==> src/rtl/reduce_ring_output_port_lookup.sv <==
// -----------------------------------------------------------------------------
// reduce_ring_output_port_lookup
//
// Output port lookup for a reduce-ring node on the NetFPGA user data path.
// It sits between the input arbiter and the output queues. For each packet it
// rewrites the destination one-hot field of the IOQ module header:
//   - odd source port (CPU queue)  -> destination = NEXT_HOP[15:0]
//   - even source port (MAC)       -> destination = the CPU queue paired with
//                                     that MAC, i.e. 1 << (src + 1)
// The rewrite is applied as the word enters a 4-entry {ctrl,data} FIFO, so
// header and body words leave in order with a minimum latency of one clock.
//
// The block is also a stage on the UDP register ring. Every reg_* signal is
// passed through one register. A request whose reg_addr_in[22:2] matches
// BLOCK_TAG and which nobody has acknowledged yet is answered here.
//   word 0  NEXT_HOP  RW  reset 32'h0000_0004
//   word 1  PKT_CNT   RO  header words rewritten (wraps)
//   word 2  CTRL      RW  bit0 = bypass (forward headers unmodified)
//   word 3  reserved, reads 0
//
// Build option: define OPL_PKT_COUNTER_EN to implement PKT_CNT. Without it
// there is no counter logic and PKT_CNT reads 0.
//
// Ports
//   clk, reset                 clock; asynchronous active-high reset
//   in_data/in_ctrl/in_wr      input word; ctrl 0xFF = IOQ header,
//                              other nonzero = module header/EOP mask, 0 = body
//   in_rdy                     input accepted while high (FIFO used <= 2)
//   out_data/out_ctrl/out_wr   output word; out_wr = !empty && out_rdy
//   out_rdy                    downstream can accept
//   reg_*_in / reg_*_out       register ring, in and registered out
// -----------------------------------------------------------------------------
`default_nettype none

module reduce_ring_output_port_lookup #(
  parameter int          DATA_WIDTH        = 64,
  parameter int          CTRL_WIDTH        = DATA_WIDTH / 8,
  parameter int          UDP_REG_SRC_WIDTH = 2,
  parameter logic [20:0] BLOCK_TAG         = 21'h2001
) (
  input  logic                         clk,
  input  logic                         reset,

  input  logic [DATA_WIDTH-1:0]        in_data,
  input  logic [CTRL_WIDTH-1:0]        in_ctrl,
  input  logic                         in_wr,
  output logic                         in_rdy,

  output logic [DATA_WIDTH-1:0]        out_data,
  output logic [CTRL_WIDTH-1:0]        out_ctrl,
  output logic                         out_wr,
  input  logic                         out_rdy,

  input  logic                         reg_req_in,
  input  logic                         reg_ack_in,
  input  logic                         reg_rd_wr_L_in,
  input  logic [22:0]                  reg_addr_in,
  input  logic [31:0]                  reg_data_in,
  input  logic [UDP_REG_SRC_WIDTH-1:0] reg_src_in,

  output logic                         reg_req_out,
  output logic                         reg_ack_out,
  output logic                         reg_rd_wr_L_out,
  output logic [22:0]                  reg_addr_out,
  output logic [31:0]                  reg_data_out,
  output logic [UDP_REG_SRC_WIDTH-1:0] reg_src_out
);

  localparam int FIFO_W = DATA_WIDTH + CTRL_WIDTH;
  localparam int DEPTH  = 4;

  typedef enum logic {
    ST_HDR  = 1'b0,
    ST_BODY = 1'b1
  } parse_state_t;

  // Replace the destination field [63:48] according to the source port in
  // [31:16]. A source so large that src+1 shifts past bit 15 yields no
  // destination at all rather than aliasing onto a low port.
  function automatic logic [DATA_WIDTH-1:0] rewrite_dst(
    input logic [DATA_WIDTH-1:0] word,
    input logic [15:0]           hop
  );
    logic [15:0]           src;
    logic [16:0]           shamt;
    logic [15:0]           dst;
    logic [DATA_WIDTH-1:0] res;
    src   = word[31:16];
    shamt = {1'b0, src} + 17'd1;
    if (src[0]) begin
      dst = hop;
    end else if (shamt < 17'd16) begin
      dst = 16'd1 << shamt[3:0];
    end else begin
      dst = '0;
    end
    res        = word;
    res[63:48] = dst;
    return res;
  endfunction

  // Control and configuration state
  parse_state_t         state_q;
  parse_state_t         state_d;
  logic                 is_ioq_hdr;
  logic                 rewrite_en;

  logic [FIFO_W-1:0]    fifo_mem [DEPTH];
  logic [1:0]           wr_ptr;
  logic [1:0]           rd_ptr;
  logic [2:0]           used;
  logic                 push;
  logic                 pop;
  logic [FIFO_W-1:0]    wr_word;

  logic [31:0]          next_hop;
  logic                 bypass;
  logic [31:0]          pkt_cnt;
  logic                 reg_hit;
  logic                 reg_wr_hit;
  logic [31:0]          reg_rd_data;

  // ---------------------------------------------------------------------------
  // Input stage: parse, rewrite and write into the FIFO
  // ---------------------------------------------------------------------------
  // A word offered while the FIFO is completely full is dropped; it neither
  // enters the FIFO nor advances the parser.
  assign push = in_wr && (used != 3'd4);
  assign pop  = out_wr;

  always_ff @(posedge clk or posedge reset) begin
    if (reset) begin
      state_q <= ST_HDR;
    end else begin
      state_q <= state_d;
    end
  end

  always_comb begin
    state_d    = state_q;
    is_ioq_hdr = 1'b0;
    case (state_q)
      ST_HDR: begin
        is_ioq_hdr = (in_ctrl == '1);
        if (push && (in_ctrl == '0)) begin
          state_d = ST_BODY;
        end
      end
      ST_BODY: begin
        if (push && (in_ctrl != '0)) begin
          state_d = ST_HDR;
        end
      end
      default: state_d = ST_HDR;
    endcase
  end

  assign rewrite_en = is_ioq_hdr && !bypass;
  assign wr_word    = rewrite_en ? {in_ctrl, rewrite_dst(in_data, next_hop[15:0])}
                                 : {in_ctrl, in_data};

  always_ff @(posedge clk) begin
    if (push) begin
      fifo_mem[wr_ptr] <= wr_word;
    end
  end

  always_ff @(posedge clk or posedge reset) begin
    if (reset) begin
      wr_ptr <= '0;
      rd_ptr <= '0;
      used   <= '0;
    end else begin
      if (push) begin
        wr_ptr <= wr_ptr + 2'd1;
      end
      if (pop) begin
        rd_ptr <= rd_ptr + 2'd1;
      end
      case ({push, pop})
        2'b10:   used <= used + 3'd1;
        2'b01:   used <= used - 3'd1;
        default: used <= used;
      endcase
    end
  end

  // ---------------------------------------------------------------------------
  // Output stage: FIFO head straight to the output bus
  // ---------------------------------------------------------------------------
  // Headroom of two entries is kept so an upstream that samples in_rdy a
  // cycle late still lands its word in the FIFO.
  assign in_rdy   = (used <= 3'd2);
  assign out_wr   = (used != 3'd0) && out_rdy;
  assign out_ctrl = fifo_mem[rd_ptr][FIFO_W-1:DATA_WIDTH];
  assign out_data = fifo_mem[rd_ptr][DATA_WIDTH-1:0];

  // ---------------------------------------------------------------------------
  // Register ring stage: local registers and one-clock pass-through
  // ---------------------------------------------------------------------------
  // A request already acknowledged upstream is never claimed again, even if
  // its tag matches.
  assign reg_hit    = reg_req_in && !reg_ack_in && (reg_addr_in[22:2] == BLOCK_TAG);
  assign reg_wr_hit = reg_hit && !reg_rd_wr_L_in;

  always_ff @(posedge clk or posedge reset) begin
    if (reset) begin
      next_hop <= 32'h0000_0004;
      bypass   <= 1'b0;
    end else if (reg_wr_hit) begin
      case (reg_addr_in[1:0])
        2'd0:    next_hop <= reg_data_in;
        2'd2:    bypass   <= reg_data_in[0];
        default: ;
      endcase
    end
  end

`ifdef OPL_PKT_COUNTER_EN
  always_ff @(posedge clk or posedge reset) begin
    if (reset) begin
      pkt_cnt <= '0;
    end else if (push && rewrite_en) begin
      pkt_cnt <= pkt_cnt + 32'd1;
    end
  end
`else
  assign pkt_cnt = '0;
`endif

  always_comb begin
    reg_rd_data = '0;
    case (reg_addr_in[1:0])
      2'd0:    reg_rd_data = next_hop;
      2'd1:    reg_rd_data = pkt_cnt;
      2'd2:    reg_rd_data = {31'd0, bypass};
      default: reg_rd_data = '0;
    endcase
  end

  always_ff @(posedge clk or posedge reset) begin
    if (reset) begin
      reg_req_out     <= 1'b0;
      reg_ack_out     <= 1'b0;
      reg_rd_wr_L_out <= 1'b0;
      reg_addr_out    <= '0;
      reg_data_out    <= '0;
      reg_src_out     <= '0;
    end else begin
      reg_req_out     <= reg_req_in;
      reg_rd_wr_L_out <= reg_rd_wr_L_in;
      reg_addr_out    <= reg_addr_in;
      reg_src_out     <= reg_src_in;
      if (reg_hit) begin
        reg_ack_out  <= 1'b1;
        reg_data_out <= reg_rd_wr_L_in ? reg_rd_data : reg_data_in;
      end else begin
        reg_ack_out  <= reg_ack_in;
        reg_data_out <= reg_data_in;
      end
    end
  end

endmodule

`default_nettype wire

==> config.mk <==
export PLATFORM = sky130hd
export DESIGN_NAME = reduce_ring_output_port_lookup
export DESIGN_NICKNAME = d
export VERILOG_FILES = /design/src/rtl/reduce_ring_output_port_lookup.sv
export SDC_FILE = /design/constraint.sdc
export NUM_CORES = 1
export LEC_CHECK = 0
export BUFFER_PORTS_ARGS = -buffer_cell sky130_fd_sc_hd__buf_2
export CORE_MARGIN = 2
export CORE_UTILIZATION = 39
export DETAILED_ROUTE_END_ITERATION = 16
export GPL_ROUTABILITY_DRIVEN = 0
export PLACE_DENSITY_LB_ADDON = 0.1
export SYNTH_ARGS = -nofsm -noshare
export SYNTH_HDL_FRONTEND = slang
export SYNTH_SLANG_ARGS = --single-unit
==> constraint.sdc <==
create_clock -name clk -period 5.4 [get_ports clk]
set_input_delay 1.62 -clock clk [delete_from_list [all_inputs] [get_ports clk]]
set_output_delay 1.62 -clock clk [all_outputs]
set_load 0.01 [all_outputs]
After elaboration in Yosys (flattened, before gate mapping)
Memory sizes are Yosys's and may differ from the RTL's.
Index checks and enable logic that the tools add are counted.
{"block": "word_totals", "output_inout_bits": 134, "inputBits": 136, "register_bits": 101, "ram_bits": 288, "n_memories": 1}
{"block": "op_classes", "reduce_logical": 18, "add_sub_neg": 5, "eq_ne": 6, "n_lt_le_gt_ge": 2, "n_mux": 14, "shift": 1, "n_bitwise": 1}
{"memory": "fifo_mem", "words": 4, "word_bits": 72, "rd": 1, "rd_clocked_by_memory_dff": 0, "wr": 1, "line": "108", "rtl": "logic [FIFO_W-1:0] fifo_mem [DEPTH];"}
{"operator": "$mux 32", "count": 2}
{"operator": "$mux 64", "count": 1}
{"operator": "$pmux 32 s2", "count": 1}
{"operator": "$mux 16", "count": 2}
{"operator": "$eq 21x14->1 const B", "count": 1}
{"operator": "$add 16x1->17 const B", "count": 1}
{"operator": "$lt 17x5->1 const B", "count": 1}
{"operator": "$shl 1x4->16 const A", "count": 1}
{"operator": "$eq 8x8->1 const B", "count": 1}
{"operator": "$logic_and 1x1->1", "count": 8}
{"operator": "$logic_not 8->1", "count": 1}
{"operator": "$reduce_bool 8->1", "count": 1}
{"operator": "$mux 1", "count": 6}
{"operator": "$pmux 3 s2", "count": 1}
{"operator": "$add 2x1->2 const B", "count": 2}
{"operator": "$eq 2x2->1 const B", "count": 2}
{"operator": "$reduce_and 2->1", "count": 2}
{"operator": "$add 3x1->3 const B", "count": 1}
{"operator": "$le 3x2->1 const B", "count": 1}
{"operator": "$logic_not 1->1", "count": 3}
{"operator": "$ne 3x3->1 const B", "count": 1}
{"operator": "$reduce_bool 3->1", "count": 1}
{"operator": "$sub 3x1->3 const B", "count": 1}
{"operator": "$eq 2x1->1 const B", "count": 1}
{"operator": "4 further kinds", "count": 4}

Depth between registers and ports, before layout
{"block": "logic_depth", "ltp_word": 5, "mapped_depth": 9, "mapped_depth_nobuf": 9}

Least setup slack after synthesis
Ideal clock, no wire load.
{"block": "synth_timing", "path_type": "input -> register", "from": "in in_wr", "to": "mem fifo_mem[0][0] (netlist name), enable pin", "path_buffers": 0, "path_slack_ns": 1.196, "required_ns": 4.962, "stages": 2, "arrival_time_ns": 3.766, "cell_sequence": "a21boi_1 and2_1"}
{"block": "synth_via", "elab_chain_cells": 3}
{"element": "start, declared", "line": "46", "rtl": "input logic in_wr,"}
{"element": "$logic_and 1x1->1", "line": "128", "rtl": "assign push = in_wr && (used != 3'd4);"}
{"element": "$mux 1", "line": "163", "rtl": "if (push) begin"}
{"element": "$mux 1 (implied by the code)", "line": "164", "rtl": "fifo_mem[wr_ptr] <= wr_word;"}
{"element": "end, declared", "line": "108"}
Every way passes these cells.

Worst setup path in the final report
{"block": "layout_timing", "from": "reg rd_ptr[0]", "to": "out out_data[19]"}
{"block": "layout_via", "elab_chain_cells": 1}
{"element": "start, declared", "line": "110", "rtl": "logic [1:0] rd_ptr;"}
{"element": "start signal, assigned", "line": "178", "rtl": "rd_ptr <= rd_ptr + 2'd1;"}
{"element": "$mem_v2 4x72"}
{"element": "end, declared", "line": "49", "rtl": "output logic [DATA_WIDTH-1:0] out_data,"}
Every way passes these cells.

==> metrics.md <==
| Metric | Value |
|---|---|
| Die W | 197.9 µm |
| Ys flop type | edfxtp_1 |
| Ports | 270 |
| Post-synthesis compound-gate area fraction | 0.01101 |
| Vias/cell | 4.904 |
| Mean area per synthesized cell | 19.86 µm² |
| CTS Buf Count | 42 |
| Rows | 71 |
| GRT overflow | 0 |
| Die ar. | 39,140 µm² |
| Post-Synth Simple-Gate Area | 0.03372 |
| Fill cells | 3,265 |
| Crit Path Category | flip-flop to output pin |
| Setup violators final | 0 |
| Seq cells post-synth | 389 |
| Pwr Total | 8997 µW |
| Total Neg Setup Slack | 0 ns |
| Post-Route WL | 32.76 mm |
| Hold_buf cts | 0 |
| FMAX | 0.2314 GHz |
| Top Usage Layer GRT | met2 |
| Initial DRC Count | 401 |
| Post-synthesis mux area share | 0.1593 |
| Total GRT Usage | 0.1708 |
| Max-Cap Viols | 0 |
| Drt pass-1 iters | 4 |
| First-pass GRT wire length | 49.21 mm |
| Post-Syn Instances | 738 |
| CP Capture Type | output pin |
| Core area | 37,310 µm² |
| CTS tree | yes |
| Wire per inst | 21.19 µm |
| Final HPWL DP | 20.94 mm |
| Clk sink count | 389 |
| PwrDens | 498.6 nW/µm² |
| Slew margin rel. | 0.3281 |
| Post-route minimum period | 4.322 ns |
| Number of global-route vias before repair | 8,160 |
| Clk Latency, worst-skew pair | 0.55 ns |
| Syn nets | 880 |
| Crit-path max FO | 41 |
| RSZ-0062 raised after global routing | no |
| Worst EP arrival | 2.70 ns |
| Post-synth cell types | 42 |
| DR vias | 7,581 |
| Clock Skews | 0.01335 ns |
| Starting density of the core | 0.3928 |
| Area Overhead vs Synth | 23.14% |
| Met2 usage in global routing | 0.2718 |
| Ys Warns | 0 |
| Routing usage on met3 | 0.05962 |
| Post-CTS setup buffer count | 0 |
| Post-CTS Resized | 0 |
| Reg clk slew, reported paths | 0.06 ns |
| EDFF count, synth | 288 |
| Share of layout cells above drive strength 1 | 0.4116 |
| Largest net degree at the start of global routing | 81 |
| Register area share after synthesis | 0.7627 |
| Number of H-tree levels | 2 |
| Worst vdd ir | 233.3 µV |
| HP Class | flip-flop to flip-flop |
| Post-Synth XOR/XNOR Area | 0.003586 |
| Chip height | 197.9 µm |
| Initial antenna violation count | 9 |
| Least-Margin Pin Slew | 1.008 ns |
| M1 GR Usage | 0.2208 |
| Final period util | 0.8003 |
| Detail Route Antenna Nets | 0 |
| Largest family of logic cells by synthesized area | multiplexers |
| Final count of pins violating max slew | 0 |
| Nets@finish | 1,178 |
| Asr flop ratio synth | 0.2596 |
| Endpoints failing hold | 0 |
| Drt drc | 0 |
| Synthesized cell area | 14,660 µm² |
| Area share of fa/ha/maj cells after synthesis | 0.005635 |
| Clock tree buffer depth | 3 |
| Static leakage | 0.007198 µW |
| CTS Root Cell | clkbuf_16 |
| Startpoint Class | flip-flop |
| Status | finished, final reports clean |
| Port Buf Inserts | 269 |
| Worst Path Required | 3.78 ns |
[kinds of logic after synthesis]
logic type	Yosys count
compound gates	25
flops	389
xor+xnor	6
simple gates	95
buf+inv	78
fa+ha+maj	6
mux	139
[per-stage QoR]
step | worst slack (ns) | std cells | instance area (µm²) | utilization | hold slack [ns]
after floorplan | 1.135 | 738 | 14660 | - | 0.4580
after global placement | 1.380 | 1466 | 16630 | 0.4456 | 0.4683
after detailed placement | 1.401 | 1466 | 16630 | 0.4456 | 0.4746
after CTS | 0.9357 | 1543 | 18040 | 0.4835 | 0.4877
after global routing | 0.8653 | 1543 | 18040 | 0.4835 | 0.5022
final | 1.078 | 1546 | 18050 | 0.4837 | 0.4811
[critical path, stage by stage, from the launching register on]
cell	delay, ns
dfrtp_4	0.97
buf_4	0.41
mux4_2	0.54
buf_2	0.17
[metal layers]
metal	part of all wire	routed length, µm
met5	0.0020	65
met4	0.021	701
met3	0.080	2620
met2	0.47	15390
met1	0.43	13980
[state kept, by name (all words and copies together), names as in the netlist, named ones only]
name             cells
reg_addr_out        23
reg_req_out          1
fifo_mem           288
reg_ack_out          1
rd_ptr               2
reg_src_out          2
reg_rd_wr_L_out      1
next_hop            32
used                 3
bypass               1
wr_ptr               2
reg_data_out        32
[cells in the final DEF (no fill, tap or decap), drive strengths merged, types with 2 or more instances in the layout]
cell type and instances:
a21boi 2, clkbuf 57, o21ai 9, mux4 72, a31oi 5, o21a 3, bufinv 5, nor2 12
and4 2, nor4 7, or3b 4, nand2 44, nand3 10, mux2i 33, and2 4, buf 285
edfxtp 288, dfrtp 100, o311ai 2, xor2 2, nor4b 4, inv 47, diode 3, nand4 4
and4b 2, ha 5, xnor2 4, mux2 34, clkinv 15
[final timing paths]
kind	slack [ns]	cells after the start	start	end
min	0.48	1	next_hop[26]	next_hop[26]
max reg2reg	2.96	4	used[0]	fifo_mem[2][52]
min reg2reg	0.48	1	next_hop[26]	next_hop[26]
min in group asynchronous	1.31	2	reset	reg_addr_out[17]
max in group asynchronous	3.12	3	reset	next_hop[2]
max	1.08	3	rd_ptr[0]	out_data[19]
[synthesized netlist by cell type (2+ instances only)]
| master | instances | area (µm²) |
|---|---|---|
| o311ai_0 | 2 | 17.52 |
| and2_1 | 4 | 25.02 |
| and4_1 | 2 | 17.52 |
| or3b_1 | 3 | 26.28 |
| buf_2 | 12 | 60.06 |
| clkbuf_1 | 13 | 48.80 |
| inv_1 | 47 | 176.4 |
| nand4_1 | 4 | 25.02 |
| xnor2_1 | 4 | 35.03 |
| o21ai_0 | 9 | 45.04 |
| buf_8 | 3 | 45.04 |
| nor4_1 | 7 | 43.79 |
| ha_1 | 5 | 62.56 |
| mux2_1 | 30 | 337.8 |
| nand2_1 | 44 | 165.2 |
| xor2_1 | 2 | 17.52 |
| and4b_1 | 2 | 20.02 |
| mux2i_1 | 33 | 330.3 |
| mux4_2 | 72 | 1622 |
| nand3_1 | 10 | 50.05 |
| edfxtp_1 | 288 | 8648 |
| dfrtp_1 | 100 | 2502 |
| nor4b_2 | 3 | 45.04 |
| mux2_2 | 4 | 45.04 |
| o21a_1 | 3 | 22.52 |
| nor2_1 | 12 | 45.04 |
| a31oi_1 | 5 | 31.28 |
[power breakdown]
group,leakage (µW),internal (µW),switching [µW],total [µW]
logic,0.00261,982,1080,2060
clock network,0.000703,1780,1140,2920
registers,0.00389,3750,266,4010
total,0.00720,6510,2480,9000
[cell type report]
cell class / instances / area (µm²) / area share
multi-input cells: 271 / 3153 / 0.1747
well taps: 474 / 593.1 / 0.03286
flip-flops and latches: 389 / 11180 / 0.6198
diodes: 3 / 7.507 / 0.0004160
clock buffers: 57 / 1191 / 0.06601
repair buffers: 285 / 1516 / 0.08403
inverters: 47 / 178.9 / 0.009915
clock inverters: 20 / 221.5 / 0.01227
(Power assumes the default switching activity.)
